## config.mk

```make
export PLATFORM = sky130hd
export DESIGN_NAME = mm_tile_ctrl
export DESIGN_NICKNAME = d
export VERILOG_FILES = /design/src/rtl/mm_pkg.sv /design/src/rtl/mm_addr_gen.sv /design/src/rtl/mm_tile_ctrl.sv
export SDC_FILE = /design/constraint.sdc
export NUM_CORES = 1
export LEC_CHECK = 0
export ABC_CLOCK_PERIOD_IN_PS = 5000
export CORE_UTILIZATION = 35
export DETAILED_ROUTE_END_ITERATION = 7
export PLACE_DENSITY = 0.69
export SLEW_MARGIN = 30
export SYNTH_ARGS = -nofsm -noshare
export SYNTH_HDL_FRONTEND = slang
export SYNTH_SLANG_ARGS = --single-unit
export TNS_END_PERCENT = 100
```

## constraint.sdc

```tcl
create_clock -name clk -period 5 [get_ports clk]
set_clock_uncertainty 0.1 [all_clocks]
set_input_delay 1 -clock clk [delete_from_list [all_inputs] [get_ports clk]]
set_output_delay 1 -clock clk [all_outputs]
set_load 0.05 [all_outputs]
```

## src/rtl/mm_pkg.sv

```systemverilog
`default_nettype none
// ============================================================================
//  mm_pkg
//  Shared state encoding and address helpers for the matrix-multiply tile
//  controller.
//  Revision: 1.0
// ============================================================================
package mm_pkg;

    typedef enum logic [2:0] {
        IDLE   = 3'd0,
        LOAD_B = 3'd1,
        LOAD_A = 3'd2,
        LAUNCH = 3'd3,
        WAIT   = 3'd4,
        EMIT   = 3'd5,
        DONE   = 3'd6
    } mm_state_e;

    localparam int unsigned MM_DEF_MATSIZE = 16;
    localparam int unsigned MM_DEF_LANES   = 4;

    function automatic int unsigned mm_sq(input int unsigned n);
        return n * n;
    endfunction

    function automatic int unsigned mm_groups(input int unsigned n, input int unsigned lanes);
        return n / lanes;
    endfunction

    // N is a power of two, so (k mod N)*N + k/N is a swap of the two index fields.
    function automatic logic [31:0] mm_tr_addr(input logic [31:0] k, input int unsigned log2n);
        logic [31:0] mask;
        mask = (32'd1 << log2n) - 32'd1;
        return ((k & mask) << log2n) | (k >> log2n);
    endfunction

endpackage
`default_nettype wire

```

## src/rtl/mm_addr_gen.sv

```systemverilog
`default_nettype none
// ============================================================================
//  mm_addr_gen
//  Beat counters and cache write-address mux: B stored transposed, A row
//  placed after the N*N B block.
//  Revision: 1.0
// ============================================================================
import mm_pkg::*;

module mm_addr_gen #(
    parameter int MATSIZE = MM_DEF_MATSIZE,
    parameter int ADRW    = $clog2(MATSIZE*MATSIZE+MATSIZE)
) (
    input  logic            clk,
    input  logic            rst,
    input  mm_state_e       state,
    input  logic            beat,
    output logic            last_b,
    output logic            last_a,
    output logic [ADRW-1:0] wr_addr
);

    localparam int unsigned    c_log2n  = $clog2(MATSIZE);
    localparam int unsigned    c_kw     = 2 * c_log2n;
    localparam logic [ADRW-1:0] c_a_base = ADRW'(mm_sq(MATSIZE));

    logic [c_kw-1:0]    r_k;
    logic [c_log2n-1:0] r_j;

    // Counters are exactly sized, so they return to zero after the last beat.
    always_ff @(posedge clk) begin
        if (rst || state == IDLE) begin
            r_k <= '0;
            r_j <= '0;
        end else begin
            if (state == LOAD_B && beat) r_k <= r_k + 1'b1;
            if (state == LOAD_A && beat) r_j <= r_j + 1'b1;
        end
    end

    assign last_b = (r_k == '1);
    assign last_a = (r_j == '1);

    always_comb begin
        wr_addr = '0;
        case (state)
            LOAD_B:  wr_addr = ADRW'(mm_tr_addr(32'(r_k), c_log2n));
            LOAD_A:  wr_addr = c_a_base + ADRW'(r_j);
            default: wr_addr = '0;
        endcase
    end

endmodule
`default_nettype wire

```

## src/rtl/mm_tile_ctrl.sv

```systemverilog
`default_nettype none
// ============================================================================
//  mm_tile_ctrl
//  Sequencer for an N x N multiply over LANES MAC lanes. Optional job cycle
//  counter enabled by MM_TILE_CTRL_PERF_EN.
//  Revision: 1.0
// ============================================================================
import mm_pkg::*;

module mm_tile_ctrl #(
    parameter int MATSIZE = MM_DEF_MATSIZE,
    parameter int LANES   = MM_DEF_LANES,
    parameter int ADRW    = $clog2(MATSIZE*MATSIZE+MATSIZE)
) (
    input  logic             clk,
    input  logic             rst,
    input  logic             start,
    input  logic             s_valid,
    output logic             s_ready,
    output logic             wr_en,
    output logic [ADRW-1:0]  wr_addr,
    output logic             mul_start,
    output logic [ADRW-1:0]  b_base,
    input  logic [LANES-1:0] lane_done,
    output logic             o_valid,
    input  logic             o_ready,
    output logic             o_intr,
    output logic             busy,
    output logic [31:0]      perf_cycles
);

    localparam int              c_groups     = mm_groups(MATSIZE, LANES);
    localparam int              c_rw         = $clog2(MATSIZE);
    localparam int              c_gw         = (c_groups > 1) ? $clog2(c_groups) : 1;
    localparam logic [ADRW-1:0] c_grp_stride = ADRW'(LANES * MATSIZE);
    localparam logic [c_gw-1:0] c_g_last     = c_gw'(c_groups - 1);
    localparam logic [c_rw-1:0] c_r_last     = c_rw'(MATSIZE - 1);

    mm_state_e        r_state;
    logic [c_rw-1:0]  r_row;
    logic [c_gw-1:0]  r_grp;
    logic             w_beat;
    logic             w_last_b;
    logic             w_last_a;

    assign s_ready   = (r_state == LOAD_B) || (r_state == LOAD_A);
    assign w_beat    = s_valid && s_ready;
    assign wr_en     = w_beat;
    assign mul_start = (r_state == LAUNCH);
    assign b_base    = mul_start ? ADRW'(r_grp) * c_grp_stride : '0;
    assign o_valid   = (r_state == EMIT);
    assign o_intr    = (r_state == DONE);
    assign busy      = (r_state != IDLE);

    mm_addr_gen #(
        .MATSIZE (MATSIZE),
        .ADRW    (ADRW)
    ) u_addr_gen (
        .clk     (clk),
        .rst     (rst),
        .state   (r_state),
        .beat    (w_beat),
        .last_b  (w_last_b),
        .last_a  (w_last_a),
        .wr_addr (wr_addr)
    );

    always_ff @(posedge clk) begin
        if (rst) begin
            r_state <= IDLE;
            r_row   <= '0;
            r_grp   <= '0;
        end else begin
            case (r_state)
                IDLE: if (start) begin
                    r_state <= LOAD_B;
                    r_row   <= '0;
                    r_grp   <= '0;
                end
                LOAD_B: if (w_beat && w_last_b) r_state <= LOAD_A;
                LOAD_A: if (w_beat && w_last_a) begin
                    r_grp   <= '0;
                    r_state <= LAUNCH;
                end
                LAUNCH: r_state <= WAIT;
                // A group completes only when every lane reports done in the same cycle.
                WAIT: if (&lane_done) begin
                    if (r_grp != c_g_last) begin
                        r_grp   <= r_grp + 1'b1;
                        r_state <= LAUNCH;
                    end else begin
                        r_state <= EMIT;
                    end
                end
                EMIT: if (o_ready) begin
                    if (r_row != c_r_last) begin
                        r_row   <= r_row + 1'b1;
                        r_state <= LOAD_A;
                    end else begin
                        r_state <= DONE;
                    end
                end
                DONE:    r_state <= IDLE;
                default: r_state <= IDLE;
            endcase
        end
    end

`ifdef MM_TILE_CTRL_PERF_EN
    logic [31:0] r_perf;

    always_ff @(posedge clk) begin
        if (rst) begin
            r_perf <= '0;
        end else if (r_state == IDLE && start) begin
            r_perf <= '0;
        end else if (busy && r_perf != 32'hFFFF_FFFF) begin
            r_perf <= r_perf + 32'd1;
        end
    end

    assign perf_cycles = r_perf;
`else
    assign perf_cycles = 32'd0;
`endif

endmodule
`default_nettype wire

```

* Word-level counts from Yosys, hierarchy flattened *
Index checks and enable logic that the tools add are counted.

word-level totals
  register bits after elaboration = 21
  bits of input ports = 9
  output and inout bits = 56
  word-level logic and storage cells = 62

cells by class
  add/subtract/negate cells = 5
  eq/ne operators = 17
  muxes and demuxes = 19
  bitwise logic cells = 1
  reduce and logical (&&, ||, !) cells = 15

operators by type and width
  cell                   count
  $mux W3                7
  $pmux W3 S6            1
  $pmux W9 S2            1
  $mux W4                3
  $reduce_and A5 Y1      2
  $add A9 B4 Y9 const A  1
  $eq A3 B3 Y1 const B   3
  $add A4 B1 Y4 const B  2
  $add A8 B1 Y8 const B  1
  $eq A8 B8 Y1 const B   1
  $mux W2                4
  $mux W8                1
  $ne A2 B1 Y1 const B   4
  $ne A2 B2 Y1 const B   4
  $or A8 B4 Y8           1
  $pmux W4 S2            1
  $reduce_and A4 Y1      2
  $eq A3 B2 Y1 const B   2
  $pmux W2 S3            1
  $reduce_bool A3 Y1     2
  $logic_and A1 B1 Y1    5
  $eq A4 B4 Y1 const B   1
  $ne A4 B4 Y1 const B   1
  $eq A3 B1 Y1 const B   1
  other kinds (4)        5

* Depth between registers and ports, before layout *
Gate-level depths: netlist of the first run.

  depth in word-level cells = 6
  depth in mapped cells = 6
  gate-level depth less buffers = 5

* By module *
From an unflattened synthesis of the first run, not the netlist that was laid out.

second synthesis, totals
  cells, all modules = 205
  area total of the unflattened synthesis = 1691.6 um^2

modules (own cells, without submodules)
  module        instances  cells an instance  area an instance (um^2)  seq. area each (um^2)
  mm_tile_ctrl  1          129                1004.7                   180.2
  mm_addr_gen   1          76                 686.9                    240.2

* Least setup slack after synthesis of the first run *
OpenSTA, ideal clock, no wires.

  kind = register to output
  from = reg r_state[1]
  to = out b_base[6]
  data arrival time = 1.971 ns
  data required time = 3.900 ns
  slack = 1.929 ns
  cell stages (with the launch flop) = 5
  path buffers = 1
  cell sequence = dfxtp_1 -> clkbuf_1 -> nand2_1 -> nor2_1 -> and2_1

on the way
  cells in the longest elaborated chain, start to end = 2

ends and longest elaborated chain
  item                      line                RTL
  start: declaration        mm_tile_ctrl.sv:39  mm_state_e r_state;
  start signal: assignment  mm_tile_ctrl.sv:70  r_state <= IDLE;
  start signal: assignment  mm_tile_ctrl.sv:76  r_state <= LOAD_B;
  start signal: assignment  mm_tile_ctrl.sv:80  LOAD_B: if (w_beat && w_last_b) r_state <= LOAD_A;
  $eq A3 B2 Y1              mm_tile_ctrl.sv:49  assign mul_start = (r_state == LAUNCH);
  named net mul_start       mm_tile_ctrl.sv:22  output logic mul_start,
  $mux W8                   mm_tile_ctrl.sv:50  assign b_base = mul_start ? ADRW'(r_grp) * c_grp_stride : '0;
  end: declaration          mm_tile_ctrl.sv:23  output logic [ADRW-1:0] b_base,

The timed path passes the listed nets, and every way through them passes these cells.

* Final worst setup path of the first run *
  from = in s_valid
  to = out wr_en

on the way
  cells in the longest elaborated chain, start to end = 1

ends and longest elaborated chain
  item                 line                RTL
  start: declaration   mm_tile_ctrl.sv:18  input logic s_valid,
  $logic_and A1 B1 Y1  mm_tile_ctrl.sv:47  assign w_beat = s_valid && s_ready;
  end: declaration     mm_tile_ctrl.sv:20  output logic wr_en,

No other way between the ends.

==> Implementation_results.wiki, run 1 <==
{| class="wikitable"
! Metric !! Value
|-
| Die Area || 4666 um2
|-
| Most area-hungry cell type in the Yosys netlist || dfxtp_1
|-
| Slew headroom || 63.81%
|-
| Gpl congestion || 0.8069
|-
| Count of instances resized after the clock tree is built || 0
|-
| Routed wire length per instance || 11.54 um
|-
| Post-DP HPWL || 2.176 mm
|-
| Total I/O pin count || 65
|-
| DRC violation total after the first TritonRoute iteration || 41
|-
| Worst-skew pair later-pin latency || 260 ps
|-
| Post-synth ARST share || 0%
|-
| Floorplan row count || 23
|-
| Sequential cell area fraction in the yosys report || 27.32%
|-
| Mapped cell area || 1539 um2
|-
| Root Buffer || clkbuf_8
|-
| DR pass1 iterations || 4
|-
| Chip width || 68.31 um
|-
| Number of enable-type register cells in the synthesized netlist || 0
|-
| Switching power as a share of total power || 46.67%
|-
| Count of synthesis-stage warnings from yosys || 0
|-
| Post-detailed-routing wire length || 3.001 mm
|-
| Final Hold Violating Endpoints || 0
|-
| Synth unique cells || 41
|-
| Largest net degree at the start of global routing || 19
|-
| Number of instances in the synthesized netlist || 188
|-
| Number of clock sinks || 21
|-
| Most common flop cell mapped by yosys || dfxtp_1
|-
| Dominant cell by count in the synthesized netlist || buf_4
|-
| Startpoint Class || input port
|-
| Category of the critical setup timing path || in2out
|-
| Port Buf Inserts || 25
|-
| FMAX || 265.1 MHz
|-
| Wire length of the first global-routing pass || 4.719 mm
|-
| Flop-to-flop setup slack || 3100 ps
|-
| Core area || 4115 um2
|-
| Ant diodes || 0
|-
| Register-to-Register Path Depth || 5
|-
| Power spent charging and discharging nets || 0.2606 mW
|-
| Required time worst endpoint || 3900 ps
|-
| Leakage power || 0.7074 nW
|-
| Hold buffers post-CTS || 0
|-
| Pwr Density || 323.8 nW/um2
|-
| Final Total Pwr || 0.5583 mW
|-
| Combinational power share || 44.4%
|-
| CTS tree || yes
|-
| Cell types with the highest counts after synthesis || buf_4 (40), dfxtp_1 (21), nor2_1 (17), nand2_1 (12), nand3_1 (9)
|-
| CP endpoint kind || output port
|-
| Total vias in the final route || 1227
|-
| Number of failing setup endpoints in the final timing report || 0
|-
| Number of nets in the layout || 224
|-
| Arrival time reported for the critical path endpoint || 2670 ps
|-
| Synth top area cells || dfxtp_1 (27%), buf_4 (20%), nor2_1 (4.1%)
|-
| Initial Utilization || 37.40%
|-
| CTS HTree Levels || 1
|-
| Worst Tran Pin Value || 540.5 ps
|-
| Via count of the first global-routing pass || 1003
|-
| Clock buffers created by TritonCTS || 3
|-
| Internal power || 0.2978 mW
|-
| Worst VDD drop || 0.1259 mV
|-
| Overall overflow remaining after global route || 0
|-
| Status || complete, no violations
|-
| Critical path fanouts, max || 11
|-
| Post-Synthesis Mean Instance Area || 8.186 um2
|-
| Clock share of power || 20.6%
|-
| Via count normalized by instance count || 4.719
|-
| Total setup buffers inserted after CTS || 0
|-
| Antenna Violating Nets Remaining || 0
|-
| Number of slew-limit violations in the final report || 0
|-
| Portion of the clock cycle consumed by the worst path in the final layout || 75.46%
|-
| FF+latch count, synth || 21
|-
| Setup repair after global routing missed its margin || no
|-
| Number of antenna violations at the first check in global routing || 0
|-
| Area fraction of the dominant cell type after synthesis || 27.32%
|-
| Number of design rule violations left after detail routing || 0
|-
| Final critical-path required period || 3773 ps
|-
| Share of post-route cells with drive strength above 1 || 3.810%
|-
| Maximum clock insertion buffer count || 2
|-
| Kind of path behind the tightest hold check || reg2reg
|-
| Clock slew seen by the registers of the worst setup and hold paths || 90 ps
|-
| Final sum of negative setup slack || 0 ps
|-
| Hold Path Stages || 2
|-
| GRT Util Overall || 13.42%
|-
| Sequential power share || 35.0%
|-
| Vert. Die Dim || 68.31 um
|-
| Max-cap violations || 0
|-
| P&R area growth vs syn || 12.03%
|}
## metrics by stage
step / setup slack (ps) / area [um2] / hold WS, ps / utilization [%] / instances
after CTS: 1220 / 1724 / 397.2 / 41.90 / 260
final: 1227 / 1724 / 390.6 / 41.90 / 260
after floorplan: 1929 / 1682 / 351.7 / - / 226
after global routing: 1166 / 1724 / 414.3 / 41.90 / 260
after detailed placement: 1218 / 1679 / 385.0 / 40.80 / 256
after global placement: 1230 / 1679 / 368.2 / 40.80 / 256
## routing by layer
metal / GRT usage (%) / vias up / wire length [um]
met4: 3.125 / 0 / 8
met2: 21.45 / 39 / 1403
met1: 17.53 / 570 / 1438
met3: 4.000 / 2 / 150
met5: 0 / - / 0
li1: - / 616 / -
## power by group through the flow
stage                     sequential [mW]  clock (mW)  combinational, mW
after global placement              0.199           0              0.247
after detailed placement            0.199           0              0.249
after CTS                           0.195       0.119              0.249
after floorplan                     0.184           0              0.232
final                               0.195       0.115              0.248
after global routing                0.197       0.131              0.265
## path summary, 6_finish.rpt
check / end / start
setup / recovery: wr_en / s_valid
hold / removal: r_row[1]$_SDFFE_PP0P_ / r_row[1]$_SDFFE_PP0P_
setup reg to reg: r_state[2]$_SDFFE_PP0P_ / r_state[2]$_SDFFE_PP0P_
hold reg to reg: r_row[1]$_SDFFE_PP0P_ / r_row[1]$_SDFFE_PP0P_
## area by class of cell
class / instances / area, um2
inverters: 5 / 18.77
well taps: 50 / 62.56
multi-input cells: 154 / 919.6
clock buffers: 4 / 45.04
flip-flops and latches: 21 / 420.4
repair buffers: 26 / 257.7
fillers: 442 / 2391
## registers in the layout (all words and copies together) (netlist names)
name	count
u_addr_gen.r_k	8
r_row	4
u_addr_gen.r_j	4
r_state	3
r_grp	2
## layout by cell type (no fill, tap or decap), types with 3 or more instances in the layout
cell	instances
xnor2_1	3
nor3_1	3
clkbuf_8	3
a21oi_1	6
ha_1	4
nor3b_1	4
xor2_1	7
nand3_1	9
and2_1	5
a22o_1	5
nor2_1	17
conb_1	39
nand2_1	12
dfxtp_1	21
inv_1	5
nand4_1	4
nor2b_1	3
nand2b_1	4
clkdlybuf4s50_1	25
## logic make-up (layout without fill, tap and decap cells)
group                    after synthesis  in the layout  share of synthesized area, %
AND/OR/NAND/NOR                       76             76                         28.45
AO/OA/AOI/OAI                         23             23                         11.55
adder cells (fa/ha/maj)                4              4                         3.252
flip-flops                            21             21                         27.32
other                                  1             39                        0.2437
buffers and inverters                 51             35                         22.20
multiplexers                           2              2                         1.301
XOR/XNOR                              10             10                         5.691
## worst max-delay path: stages
cell and delay (ps):
clkdlybuf4s50_1 680, and2_1 180, clkdlybuf4s50_1 800
Note: power is estimated with default switching activity, not from simulation.
==> run 2, diff against run 1 <==
- ABC_CLOCK_PERIOD_IN_PS: 5000 -> 3300
- PLACE_DENSITY: 0.69 -> 0.72
- clock period: 5 -> 3.3 ns (I/O delays scaled with it)
==> Implementation_results.wiki, run 2 (synthesis results as in run 1) <==
{| class="wikitable"
! Metric !! Value
|-
| Number of failing setup endpoints in the final timing report || 0 (unchanged)
|-
| Status || complete, no violations
|-
| Commonest non-fill, non-tap cells in the layout || conb_1 (39), dfxtp_1 (21), clkdlybuf4s50_1 (18)
|-
| Setup repair after global routing missed its margin || no
|-
| Worst-skew pair later-pin latency || 260 ps (about the same)
|-
| Final critical-path required period || 2918 ps
|-
| Clock slew seen by the registers of the worst setup and hold paths || 80 ps (about the same)
|-
| Instance area after placement || 1757 um2 (+4.6%)
|-
| Hold buffers post-CTS || 0 (unchanged)
|-
| Count of instances resized after the clock tree is built || 0 (unchanged)
|-
| R2R Path Start || r_state[2]$_SDFFE_PP0P_
|-
| Vert. Die Dim || 68.31 um (unchanged)
|-
| Post-route cell area || 1802 um2 (+4.5%)
|-
| Total I/O pin count || 65 (unchanged)
|-
| Combinational power share || 47.0% (+2.6 points)
|-
| Hold Path Stages || 2 (unchanged)
|-
| Critical path fanouts, max || 16 (+5)
|-
| Portion of the clock cycle consumed by the worst path in the final layout || 88.43%
|-
| DR pass1 iterations || 4 (unchanged)
|-
| DRC violation total after the first TritonRoute iteration || 54 (+32%)
|-
| CP endpoint kind || output port
|-
| Layout filler cell count || 424 (-4.1%)
|-
| CTS tree || yes
|-
| Core area || 4115 um2 (unchanged)
|-
| Total vias in the final route || 1202 (-2.0%)
|-
| CTS HTree Levels || 1 (unchanged)
|-
| Required time worst endpoint || 2540 ps (-1360 ps)
|-
| Number of antenna violations at the first check in global routing || 0 (unchanged)
|-
| Total setup buffers inserted after CTS || 0 (unchanged)
|-
| Sequential power share || 33.6% (-1.4 points)
|-
| Arrival time reported for the critical path endpoint || 2160 ps (-510 ps)
|-
| P&R area growth vs syn || 17.07%
|-
| Port Buf Inserts || 25 (unchanged)
|-
| Register-to-Register Path Depth || 4 (-1)
|-
| Clock share of power || 19.4% (-1.2 points)
|-
| Commonest non-fill, non-tap cell in the layout || conb_1
|-
| Share of post-route cells with drive strength above 1 || 7.583% (+3.8 points)
|-
| Min-Delay Endpoint || r_row[1]$_SDFFE_PP0P_
|-
| Multi-input gate area || 919.6 um2 (unchanged)
|-
| Worst Tran Pin Value || 540.4 ps (-0.1777 ps)
|-
| Startpoint of the lowest-slack hold path || r_row[1]$_SDFFE_PP0P_
|-
| Antenna Violating Nets Remaining || 0 (unchanged)
|-
| Final Hold Violating Endpoints || 0 (unchanged)
|-
| Clock buffers created by TritonCTS || 3 (unchanged)
|-
| Kind of path behind the tightest hold check || reg2reg
|-
| Max-cap violations || 0 (unchanged)
|-
| Internal power || 0.4820 mW (+62%)
|-
| Number of slew-limit violations in the final report || 0 (unchanged)
|-
| Via count normalized by instance count || 4.605 (-2.4%)
|-
| Endpoint of the worst register-to-register path || r_grp[0]$_SDFFE_PP0P_
|-
| Gpl congestion || 0.7573 (-6.1%)
|-
| Power spent charging and discharging nets || 0.3962 mW (+52%)
|-
| Number of design rule violations left after detail routing || 0 (unchanged)
|-
| Top Registers || u_addr_gen.r_k: 8 flops, r_row: 4 flops, u_addr_gen.r_j: 4 flops
|-
| Routed wire length per instance || 10.91 um (-5.5%)
|-
| GRT Util Overall || 12.99% (-0.43 points)
|-
| Chip width || 68.31 um (unchanged)
|-
| Worst VDD drop || 0.2485 mV (+97%)
|-
| Switching power as a share of total power || 45.11% (-1.6 points)
|-
| Register name with the most flops || u_addr_gen.r_k
|-
| Leakage power || 0.7465 nW (+5.5%)
|-
| Overall overflow remaining after global route || 0 (unchanged)
|-
| Post-detailed-routing wire length || 2.848 mm (-5.1%)
|-
| Post-DP HPWL || 2.177 mm (about the same)
|-
| Via count of the first global-routing pass || 1023 (+2.0%)
|-
| Number of flip-flops in the largest register || 8 (unchanged)
|-
| FMAX || 342.7 MHz
|-
| Slew headroom || 63.93% (+0.12 points)
|-
| Root Buffer || clkbuf_8
|-
| Final sum of negative setup slack || 0 ps (unchanged)
|-
| Final Total Pwr || 0.8782 mW (+57%)
|-
| Maximum clock insertion buffer count || 2 (unchanged)
|-
| Die Area || 4666 um2 (unchanged)
|-
| Number of nets in the layout || 225 (+0.45%)
|-
| Wire length of the first global-routing pass || 4.616 mm (-2.2%)
|-
| Flop-to-flop setup slack || 1360 ps (-1740 ps)
|-
| Number of clock sinks || 21 (unchanged)
|-
| Ant diodes || 0 (unchanged)
|-
| Initial Utilization || 37.40% (unchanged)
|-
| Floorplan row count || 23 (unchanged)
|-
| Category of the critical setup timing path || reg2out
|-
| Startpoint Class || register
|-
| Largest net degree at the start of global routing || 19 (unchanged)
|-
| Area taken by flip-flops and latches || 420.4 um2 (unchanged)
|-
| Pwr Density || 487.4 nW/um2 (+51%)
|}
==> run 2: how the worst max path moves through the flow <==
| stage | start | end | slack, ps | depth (start not counted) |
|---|---|---|---|---|
| finish | r_state[0]$_SDFFE_PP0P_ | wr_addr[5] | 380 | 3 |
| global route | r_state[0]$_SDFFE_PP0P_ | wr_addr[5] | 240 | 3 |
| CTS | r_state[0]$_SDFFE_PP0P_ | wr_addr[5] | 350 | 3 |
| detailed placement | r_state[0]$_SDFFE_PP0P_ | wr_addr[5] | 640 | 3 |
| global placement | r_state[0]$_SDFFE_PP0P_ | wr_addr[5] | 710 | 3 |
| floorplan | r_state[1]$_SDFFE_PP0P_ | b_base[6] | 570 | 4 |
==> run 2: metrics by stage <==
step | utilization (%) | hold slack, ps | cells | setup WS, ps
5_1_grt | 43.78 | 419.6 | 261 | 242.2
3_3_place_gp | 42.69 | 366.9 | 257 | 710.1
6_report | 43.78 | 391.6 | 261 | 381.9
3_5_place_dp | 42.69 | 380.7 | 257 | 639.2
2_1_floorplan | - | 351.7 | 226 | 569.4
4_1_cts | 43.78 | 392.3 | 261 | 352.2
==> run 2: cell type report <==
| type | count | area share, % |
|---|---|---|
| Timing Repair Buffer | 27 | 18.61 |
| Inverter | 5 | 1.042 |
| Tap cell | 50 | 3.472 |
| Multi-Input combinational cell | 154 | 51.04 |
| Clock buffer | 4 | 2.500 |
| Sequential cell | 21 | 23.33 |
==> run 2: power groups by stage <==
stage / registers, mW / logic, mW / clock network [mW]
finish: 0.295 / 0.413 / 0.170
global route: 0.300 / 0.439 / 0.191
CTS: 0.294 / 0.415 / 0.177
detailed placement: 0.300 / 0.414 / 0
global placement: 0.299 / 0.414 / 0
floorplan: 0.279 / 0.352 / 0
==> run 2: worst max-delay path, stage by stage (launching register included) <==
cell and delay, ps:
dfxtp_1 600, nor3b_2 330, and2_1 160, clkdlybuf4s50_1 800
==> run 2: routing by layer <==
| metal | GRT usage [%] | up-vias | part of all wire (%) |
|---|---|---|---|
| met5 | 0 | - | 0 |
| met4 | 2.344 | 0 | 0.60 |
| met3 | 3.667 | 2 | 5.6 |
| met2 | 21.57 | 42 | 45 |
| met1 | 16.68 | 537 | 48 |
| li1 | - | 621 | - |
==> run 3, diff against run 2 <==
- SKIP_CTS_REPAIR_TIMING: not set -> 1
- SLEW_MARGIN: 30 -> 10
- TNS_END_PERCENT: 100 -> not set
==> results of run 3 <==
The final DEF is identical to that of run 2; final timing and power are the same.
